<file path="src/rtl/nonce_fifo.sv">
// nonce_fifo: circular buffer of found nonces, read back one byte at a time
// through the register file. Popping happens when the host reads byte 3 of
// the head entry. Provides status flags, a sticky overflow flag and a
// registered nonce-pending interrupt.
// Optional feature: define NONCE_FIFO_DEDUP_EN to drop a push whose nonce
// equals the last accepted nonce.
module nonce_fifo #(
  parameter int DEPTH   = 8,
  parameter int NONCE_W = 32
) (
  input  logic               SPI_CLK,
  input  logic               RST_N,
  input  logic               nonce_valid,
  input  logic [NONCE_W-1:0] nonce_in,
  input  logic               read_strobe,
  input  logic [1:0]         byte_sel,
  input  logic               irq_enable,
  input  logic               clear_overflow,
  output logic [7:0]         data_out,
  output logic [5:0]         fifo_count,
  output logic               fifo_empty,
  output logic               fifo_full,
  output logic               overflow,
  output logic               interrupt_out
);

  localparam int         AW      = (DEPTH > 1) ? $clog2(DEPTH) : 1;
  localparam logic [5:0] DEPTH_C = 6'(DEPTH);

  logic [NONCE_W-1:0] mem [DEPTH];
  logic [AW-1:0]      wr_ptr_reg;
  logic [AW-1:0]      rd_ptr_reg;
  logic [5:0]         cnt_reg;
  logic               overflow_reg;
  logic               interrupt_reg;

  logic               push_req;
  logic               pop_ok;
  logic               push_ok;
  logic               drop_set;
  logic [5:0]         cnt_next;

`ifdef NONCE_FIFO_DEDUP_EN
  logic [NONCE_W-1:0] last_nonce_reg;
  logic               last_valid_reg;
  logic               is_dup;

  assign is_dup   = last_valid_reg && (nonce_in == last_nonce_reg);
  assign push_req = nonce_valid && !is_dup;

  // Remember the most recently accepted nonce; invalid after reset
  always_ff @(posedge SPI_CLK) begin
    if (!RST_N) begin
      last_valid_reg <= 1'b0;
      last_nonce_reg <= '0;
    end else if (push_ok) begin
      last_valid_reg <= 1'b1;
      last_nonce_reg <= nonce_in;
    end
  end
`else
  assign push_req = nonce_valid;
`endif

  // A pop only happens on the byte-3 read; at full a same-cycle pop frees
  // the slot, so the push is accepted rather than dropped.
  assign pop_ok   = read_strobe && (byte_sel == 2'd3) && (cnt_reg != 6'd0);
  assign push_ok  = push_req && ((cnt_reg != DEPTH_C) || pop_ok);
  assign drop_set = push_req && (cnt_reg == DEPTH_C) && !pop_ok;

  // Occupancy update: simultaneous push and pop leaves the count unchanged
  always_comb begin
    cnt_next = cnt_reg;
    if (push_ok && !pop_ok)      cnt_next = cnt_reg + 6'd1;
    else if (pop_ok && !push_ok) cnt_next = cnt_reg - 6'd1;
  end

  // Pointers, count, sticky overflow (set beats clear) and interrupt
  always_ff @(posedge SPI_CLK) begin
    if (!RST_N) begin
      wr_ptr_reg    <= '0;
      rd_ptr_reg    <= '0;
      cnt_reg       <= '0;
      overflow_reg  <= 1'b0;
      interrupt_reg <= 1'b0;
    end else begin
      if (push_ok) wr_ptr_reg <= wr_ptr_reg + AW'(1);
      if (pop_ok)  rd_ptr_reg <= rd_ptr_reg + AW'(1);
      cnt_reg <= cnt_next;
      if (drop_set)            overflow_reg <= 1'b1;
      else if (clear_overflow) overflow_reg <= 1'b0;
      interrupt_reg <= irq_enable && (cnt_reg != 6'd0);
    end
  end

  // Storage write; contents are deliberately not reset
  always_ff @(posedge SPI_CLK) begin
    if (RST_N && push_ok) mem[wr_ptr_reg] <= nonce_in;
  end

  // Split the head entry into byte lanes for the register-file read mux
  logic [NONCE_W-1:0] head_word;
  logic [7:0]         head_lane [4];

  assign head_word = mem[rd_ptr_reg];

  genvar gi;
  generate
    for (gi = 0; gi < 4; gi++) begin : g_lane
      assign head_lane[gi] = head_word[gi*8 +: 8];
    end
  endgenerate

  // Byte read-out, forced to zero when nothing is stored
  always_comb begin
    data_out = 8'h00;
    if (cnt_reg != 6'd0) data_out = head_lane[byte_sel];
  end

  assign fifo_count    = cnt_reg;
  assign fifo_empty    = (cnt_reg == 6'd0);
  assign fifo_full     = (cnt_reg == DEPTH_C);
  assign overflow      = overflow_reg;
  assign interrupt_out = interrupt_reg;

endmodule
</file>
<file path="config.mk">
export PLATFORM = sky130hd
export DESIGN_NAME = nonce_fifo
export DESIGN_NICKNAME = d
export VERILOG_FILES = /design/src/rtl/nonce_fifo.sv
export SDC_FILE = /design/constraint.sdc
export NUM_CORES = 1
export LEC_CHECK = 0
export CAP_MARGIN = 40
export CORE_MARGIN = 2
export CORE_UTILIZATION = 59
export CTS_CLUSTER_DIAMETER = 60
export CTS_CLUSTER_SIZE = 14
export DETAILED_ROUTE_END_ITERATION = 6
export PLACE_DENSITY = 0.79
export SYNTH_ARGS = -nofsm -noshare
export SYNTH_HDL_FRONTEND = slang
export SYNTH_SLANG_ARGS = --single-unit
</file>
<file path="constraint.sdc">
create_clock -name SPI_CLK -period 4.5 [get_ports SPI_CLK]
set_input_delay 0.675 -clock SPI_CLK [delete_from_list [all_inputs] [get_ports SPI_CLK]]
set_output_delay 0.675 -clock SPI_CLK [all_outputs]
set_load 0.005 [all_outputs]
</file>
==> flow_metrics.tcl, run 1 <==
set metrics [dict create \
    status "finished clean" \
    total_power_mw 5.68 \
    max_stage_delay_ps 660 \
    power_density_nw_per_um2 461 \
    cp_top_family "multiplexers" \
    async_flop_share 0 \
    placed_area_um2 11700 \
    synth_edf_count 256 \
    period_share 0.870 \
    drcViolationCount 0 \
    gp_congestion 0.863 \
    setup.worst_path.start_class "flop" \
    cts_setup_buffers 0 \
    critical_path_class "reg -> out" \
    crit_path_max_fanout 24 \
    cts_resized 0 \
    largest_reg_flops 256 \
    cts_hold_buf 0 \
    synthesis.instances 505 \
    synth_top_family_by_area "multiplexers" \
    grt_pass1_wl_um 32000 \
    netlist.area_leader.share 0.719 \
    setup_viol_count_final 0 \
    nNetsFinal 633 \
    ctsRootBufferMaster "clkbuf_16" \
    fin_worst_skew_ps 10.6 \
    ys_types 40 \
    syn-cell-area_um2 10700 \
    ys_ff_latch 273 \
    crit_chain "buf_4 > mux4_2 > mux4_2 > inv_1 > a221oi_1 > clkdlybuf4s50_1" \
    fp-row-count 49 \
    final_area_um2 12300 \
    drv_slew 0 \
    drive_gt1_frac 0.218 \
    die_h_um 139 \
    yosys.area.top_type "edfxtp_1" \
    max_freq_mhz 256 \
    area_delta_synth_final_pct 15.2 \
    register_area_um2 8030 \
    grt_max_degree 33 \
    synth_ff_type "edfxtp_1" \
    synth-adder-area-share 0.0112 \
    cts_tree "yes" \
    p_leak_nw 3.87 \
    multiInputGateArea_um2 2520 \
    ios 58 \
    core_um2 17800 \
    finalWirelength_um 20600 \
    grt_overflow 0 \
    critPathRequiredTime_ps 3830 \
    synth_fp_nets 554 \
    clock_latency_ps 510 \
    period_minus_slack_ps 3910 \
    slew-limit-headroom 0.458 \
    peakVddDrop_uv 295 \
    muxShareOfSynthArea 0.161 \
    layoutNonFillerInstCount 820 \
    holdCritPathClass "reg -> reg" \
    fill_cells 1049 \
    wl_per_cell_um 25.1 \
    slowest_stage "dfxtp_4" \
    antenna_found_initial 0 \
    maxCapViolCount 0 \
    fp.dieArea_um2 19200 \
    route.vias.total 5232 \
    drt_pass1_iterations 5 \
    synth_compound_area_frac 0.0233 \
    seq_area_frac_synth 0.751 \
    cp-end-kind "output pin" \
    cts_made_buffers 23 \
    numPlacedInstances 788 \
    clk_path_buf_depth 3 \
    hpwl_um 12200 \
    grt_pass1_vias 5461 \
    rsz0062_at_grt "false" \
    drtIter0Drc 527 \
    tns_ps 0 \
    htree_levels 1 \
    synth_xor_area_frac 0.00492 \
    hold_viol 0 \
    synth_area_leaders "edfxtp_1, mux4_2, dfxtp_1, ha_1, mux2i_1" \
    worstPathArrival_ps 3240 \
    crit_buf_inv 3 \
    avgSynthCellArea_um2 21.2 \
    antenna_cells 0 \
    cp_common_cell "mux4_2" \
    die_x_um 139 \
    port_buffers 57 \
    yosys.area_share.simple 0.0308 \
    grt_use_total 0.219 \
    cts_sinks 273 \
    regMostFlops "mem" \
    initial_utilization 0.599 \
    viasPerCell 6.38 \
    clk_pin_slew_ps 60 \
    antenna_left 0 \
    ys_warn_count 0 \
    tightest_slew_ps 813 \
]
-- power breakdown --
part / switching [mW] / internal (mW) / leakage [nW]
Clock: 0.795 / 0.962 / 0.311
Sequential: 0.0857 / 2.89 / 2.45
Combinational: 0.451 / 0.502 / 1.10
Total: 1.33 / 4.35 / 3.87
-- worst paths after layout --
kind	start	to	slack, ps	cells after the start
worst min register to register	rd_ptr_reg[1]$_SDFFE_PN0N_	flop	530	2
worst max-delay path	flop	data_out[5]	590	6
worst max register to register	fifo_count[0]$_SDFFE_PN0P_	fifo_count[5]$_SDFFE_PN0P_	1060	11
worst min-delay path	rd_ptr_reg[1]$_SDFFE_PN0N_	flop	530	2
-- worst register-to-register path, cell delays in order, from the launching register on --
cell      delay, ps
dfxtp_1         370
nor4_1          520
nand3_1         580
nand2_1         320
ha_1            290
inv_1           170
ha_1            350
a21oi_1         190
a21boi_0        130
o21ai_0         180
o21bai_1        130
nand3_1          80
-- layer usage --
| layer | global-route usage | share of wire | vias up |
|---|---|---|---|
| li1 | - | - | 2244 |
| met4 | 0.0579 | 0.020 | 0 |
| met2 | 0.374 | 0.52 | 217 |
| met5 | 0 | 0 | - |
| met1 | 0.308 | 0.40 | 2739 |
| met3 | 0.0276 | 0.062 | 32 |
-- cell usage after synthesis (all sizes together), types with 2 or more instances --
library cell,number
nand3,10
and3,4
nor2b,4
ha,8
and2,11
o21a,2
mux2i,10
clkbuf,12
a221oi,7
a21boi,2
inv,16
edfxtp,256
nor2,7
a21oi,3
mux4,71
o221ai,7
xnor2,3
nand2,14
or3b,2
o21ai,5
nor3,5
o31ai,3
dfxtp,17
xor2,3
buf,12
-- final cells by class --
type,instances,area share
clock buffers,30,0.0506
well taps,229,0.0233
inverters,16,0.00488
flip-flops and latches,273,0.652
clock inverters,2,0.00112
repair buffers,78,0.0632
multi-input cells,192,0.205
-- cell usage in the layout (no fill, tap or decap), types with 2 or more instances in the layout --
cell	Yosys	final
edfxtp_1	256	256
mux4_2	69	69
clkdlybuf4s50_1	0	57
clkbuf_16	0	24
buf_4	3	17
inv_1	16	16
dfxtp_1	17	15
nand2_1	14	14
and2_1	11	11
nand3_1	10	10
mux2i_1	10	10
ha_1	8	8
o221ai_1	7	7
a221oi_1	7	7
clkbuf_1	12	6
o21ai_0	5	5
nor2b_1	4	4
nor2_4	0	4
nor3_2	0	4
and3_1	4	4
buf_12	0	4
nor2_1	7	3
a21oi_1	3	3
xnor2_1	3	3
o31ai_1	3	3
xor2_1	3	3
or3b_2	2	2
mux4_1	2	2
o21a_1	2	2
a21boi_0	2	2
-- stage by stage --
step	hold WS (ps)	util	worst slack, ps
2_1_floorplan	467	-	334
3_3_place_gp	494	0.654	710
3_5_place_dp	508	0.654	717
4_1_cts	528	0.690	512
5_1_grt	553	0.690	347
6_report	527	0.690	587
-- logic make-up (layout without fill, tap and decap cells) --
logic type / Yosys count / in the layout
multiplexers: 82 / 82
buffers and inverters: 40 / 126
AND/OR/NAND/NOR: 62 / 62
XOR/XNOR: 6 / 6
AO/OA/AOI/OAI: 33 / 33
adder cells (fa/ha/maj): 9 / 9
flip-flops: 273 / 273
Note: power is estimated with default switching activity, not from simulation.
==> run 2, diff against run 1 <==
CELL_PAD_IN_SITES_DETAIL_PLACEMENT = 0   (was default)
CELL_PAD_IN_SITES_GLOBAL_PLACEMENT = 1   (was default)
CORE_ASPECT_RATIO = 0.75   (was default)
CORE_UTILIZATION = 52   (was 59)
PLACE_DENSITY = default   (was 0.79)
PLACE_DENSITY_LB_ADDON = 0.1   (was default)
==> flow_metrics.tcl, run 2 (same netlist as run 1, synthesis figures left out) <==
set metrics [dict create \
    slew-limit-headroom 0.534 \
    cts_hold_buf 0 \
    area_delta_synth_final_pct 15.2 \
    cts_made_buffers 23 \
    viasPerCell 6.00 \
    regMostFlops "mem" \
    p_switching_mw 1.36 \
    drtIter0Drc 419 \
    tns_ps 0 \
    finalWirelength_um 20800 \
    cp-end-kind "output pin" \
    die_h_um 128 \
    crit_chain "buf_4 > buf_4 > mux4_2 > mux2i_1 > a221oi_1 > clkdlybuf4s50_1" \
    grt_overflow 0 \
    crit_buf_inv 3 \
    route.vias.total 5077 \
    die_x_um 170 \
    wl_per_cell_um 24.5 \
    final_area_um2 12300 \
    period_share 0.894 \
    tightest_slew_ps 699 \
    slowest_stage "dfxtp_4" \
    period_minus_slack_ps 4020 \
    antenna_found_initial 0 \
    power_density_nw_per_um2 466 \
    placed_area_um2 11700 \
    grt_pass1_vias 5280 \
    hpwl_um 11800 \
    cts_setup_buffers 0 \
    grt_use_total 0.201 \
    hold_viol 0 \
    p_comb_frac 0.166 \
    grt_max_degree 53 \
    rsz0062_at_grt "false" \
    internal-power_mw 4.37 \
    critical_path_class "reg -> out" \
    core_um2 20200 \
    fill_cells 1444 \
    htree_levels 1 \
    cp_common_cell "buf_4" \
    max_stage_delay_ps 800 \
    status "finished clean" \
    antenna_left 0 \
    nNetsFinal 629 \
    clk_pin_slew_ps 70 \
    p_leak_nw 3.84 \
    total_power_mw 5.73 \
    clk_path_buf_depth 3 \
    crit_path_max_fanout 33 \
    largest_reg_flops 256 \
    holdCritPathClass "reg -> reg" \
    cts_tree "yes" \
    mostFrequentLayoutCell "edfxtp_1" \
    initial_utilization 0.529 \
    fp.dieArea_um2 21700 \
    setup_viol_count_final 0 \
    peakVddDrop_uv 263 \
    p_clk_frac 0.316 \
    swShare 0.237 \
    mostFrequentLayoutCells "edfxtp_1, mux4_2, clkdlybuf4s50_1" \
    gp_congestion 0.785 \
    drv_slew 0 \
    cts_resized 0 \
    critPathRequiredTime_ps 3830 \
    max_freq_mhz 249 \
    cp_top_family "buffers and inverters" \
    maxCapViolCount 0 \
    fp-row-count 45 \
    worstPathArrival_ps 3350 \
    hold_slack_ps 513 \
    drive_gt1_frac 0.213 \
    antenna_cells 0 \
    seqPwrFrac 0.518 \
    drt_pass1_iterations 5 \
    port_buffers 57 \
    setup.worst_path.start_class "flop" \
    ios 58 \
    drcViolationCount 0 \
    fin_worst_skew_ps 6.49 \
    ctsRootBufferMaster "clkbuf_16" \
    clock_latency_ps 520 \
    cts_sinks 273 \
    grt_pass1_wl_um 31900 \
]
## run 2: changes by cell type in the layout (fill, tap and decap cells not counted), sizes merged
cell,before,now
bufinv,0,1
buf,21,17
## run 2: cell type report
type	instances	area, µm²	area share
inverters	16	60.1	0.00488
clock inverters	3	42.5	0.00345
multi-input cells	192	2520	0.205
well taps	258	323	0.0262
clock buffers	30	602	0.0489
flip-flops and latches	273	8030	0.652
repair buffers	74	736	0.0597
## run 2: worst paths after layout
check	slack, ps	cells past startpoint	from	to
worst min-delay path	510	2	rd_ptr_reg[1]$_SDFFE_PN0N_	flop
worst max-delay path	480	6	flop	data_out[4]
worst max register to register	1070	11	fifo_count[0]$_SDFFE_PN0P_	fifo_count[5]$_SDFFE_PN0P_
worst min register to register	510	2	rd_ptr_reg[1]$_SDFFE_PN0N_	flop
## run 2: power by group through the flow
| stage | Combinational, mW | Sequential, mW | Clock (mW) |
|---|---|---|---|
| CTS | 0.960 | 2.97 | 1.86 |
| finish | 0.949 | 2.97 | 1.81 |
| global placement | 0.949 | 3.02 | 0 |
| global route | 1.04 | 2.99 | 1.95 |
| detailed placement | 0.954 | 3.03 | 0 |
| floorplan | 0.573 | 2.99 | 0 |
## run 2: worst min-delay path: cells and delay by family (launching register included)
family           cells  cell delay, ps
AO/OA/AOI/OAI        1             100
AND/OR/NAND/NOR      1              50
flip-flops           1             320
## run 2: through the flow
stage               cells  worst slack (ps)  utilization
finish                846               477        0.609
CTS                   846               420        0.609
global placement      813               736        0.577
floorplan             505               334            -
detailed placement    813               643        0.577
global route          846               277        0.609
## run 2: per-layer routing
metal,vias to the layer above,part of all wire,global-route usage
met1,2680,0.45,0.285
li1,2231,-,-
met3,30,0.053,0.0343
met5,-,0,0
met4,0,0.018,0.0498
met2,136,0.48,0.333
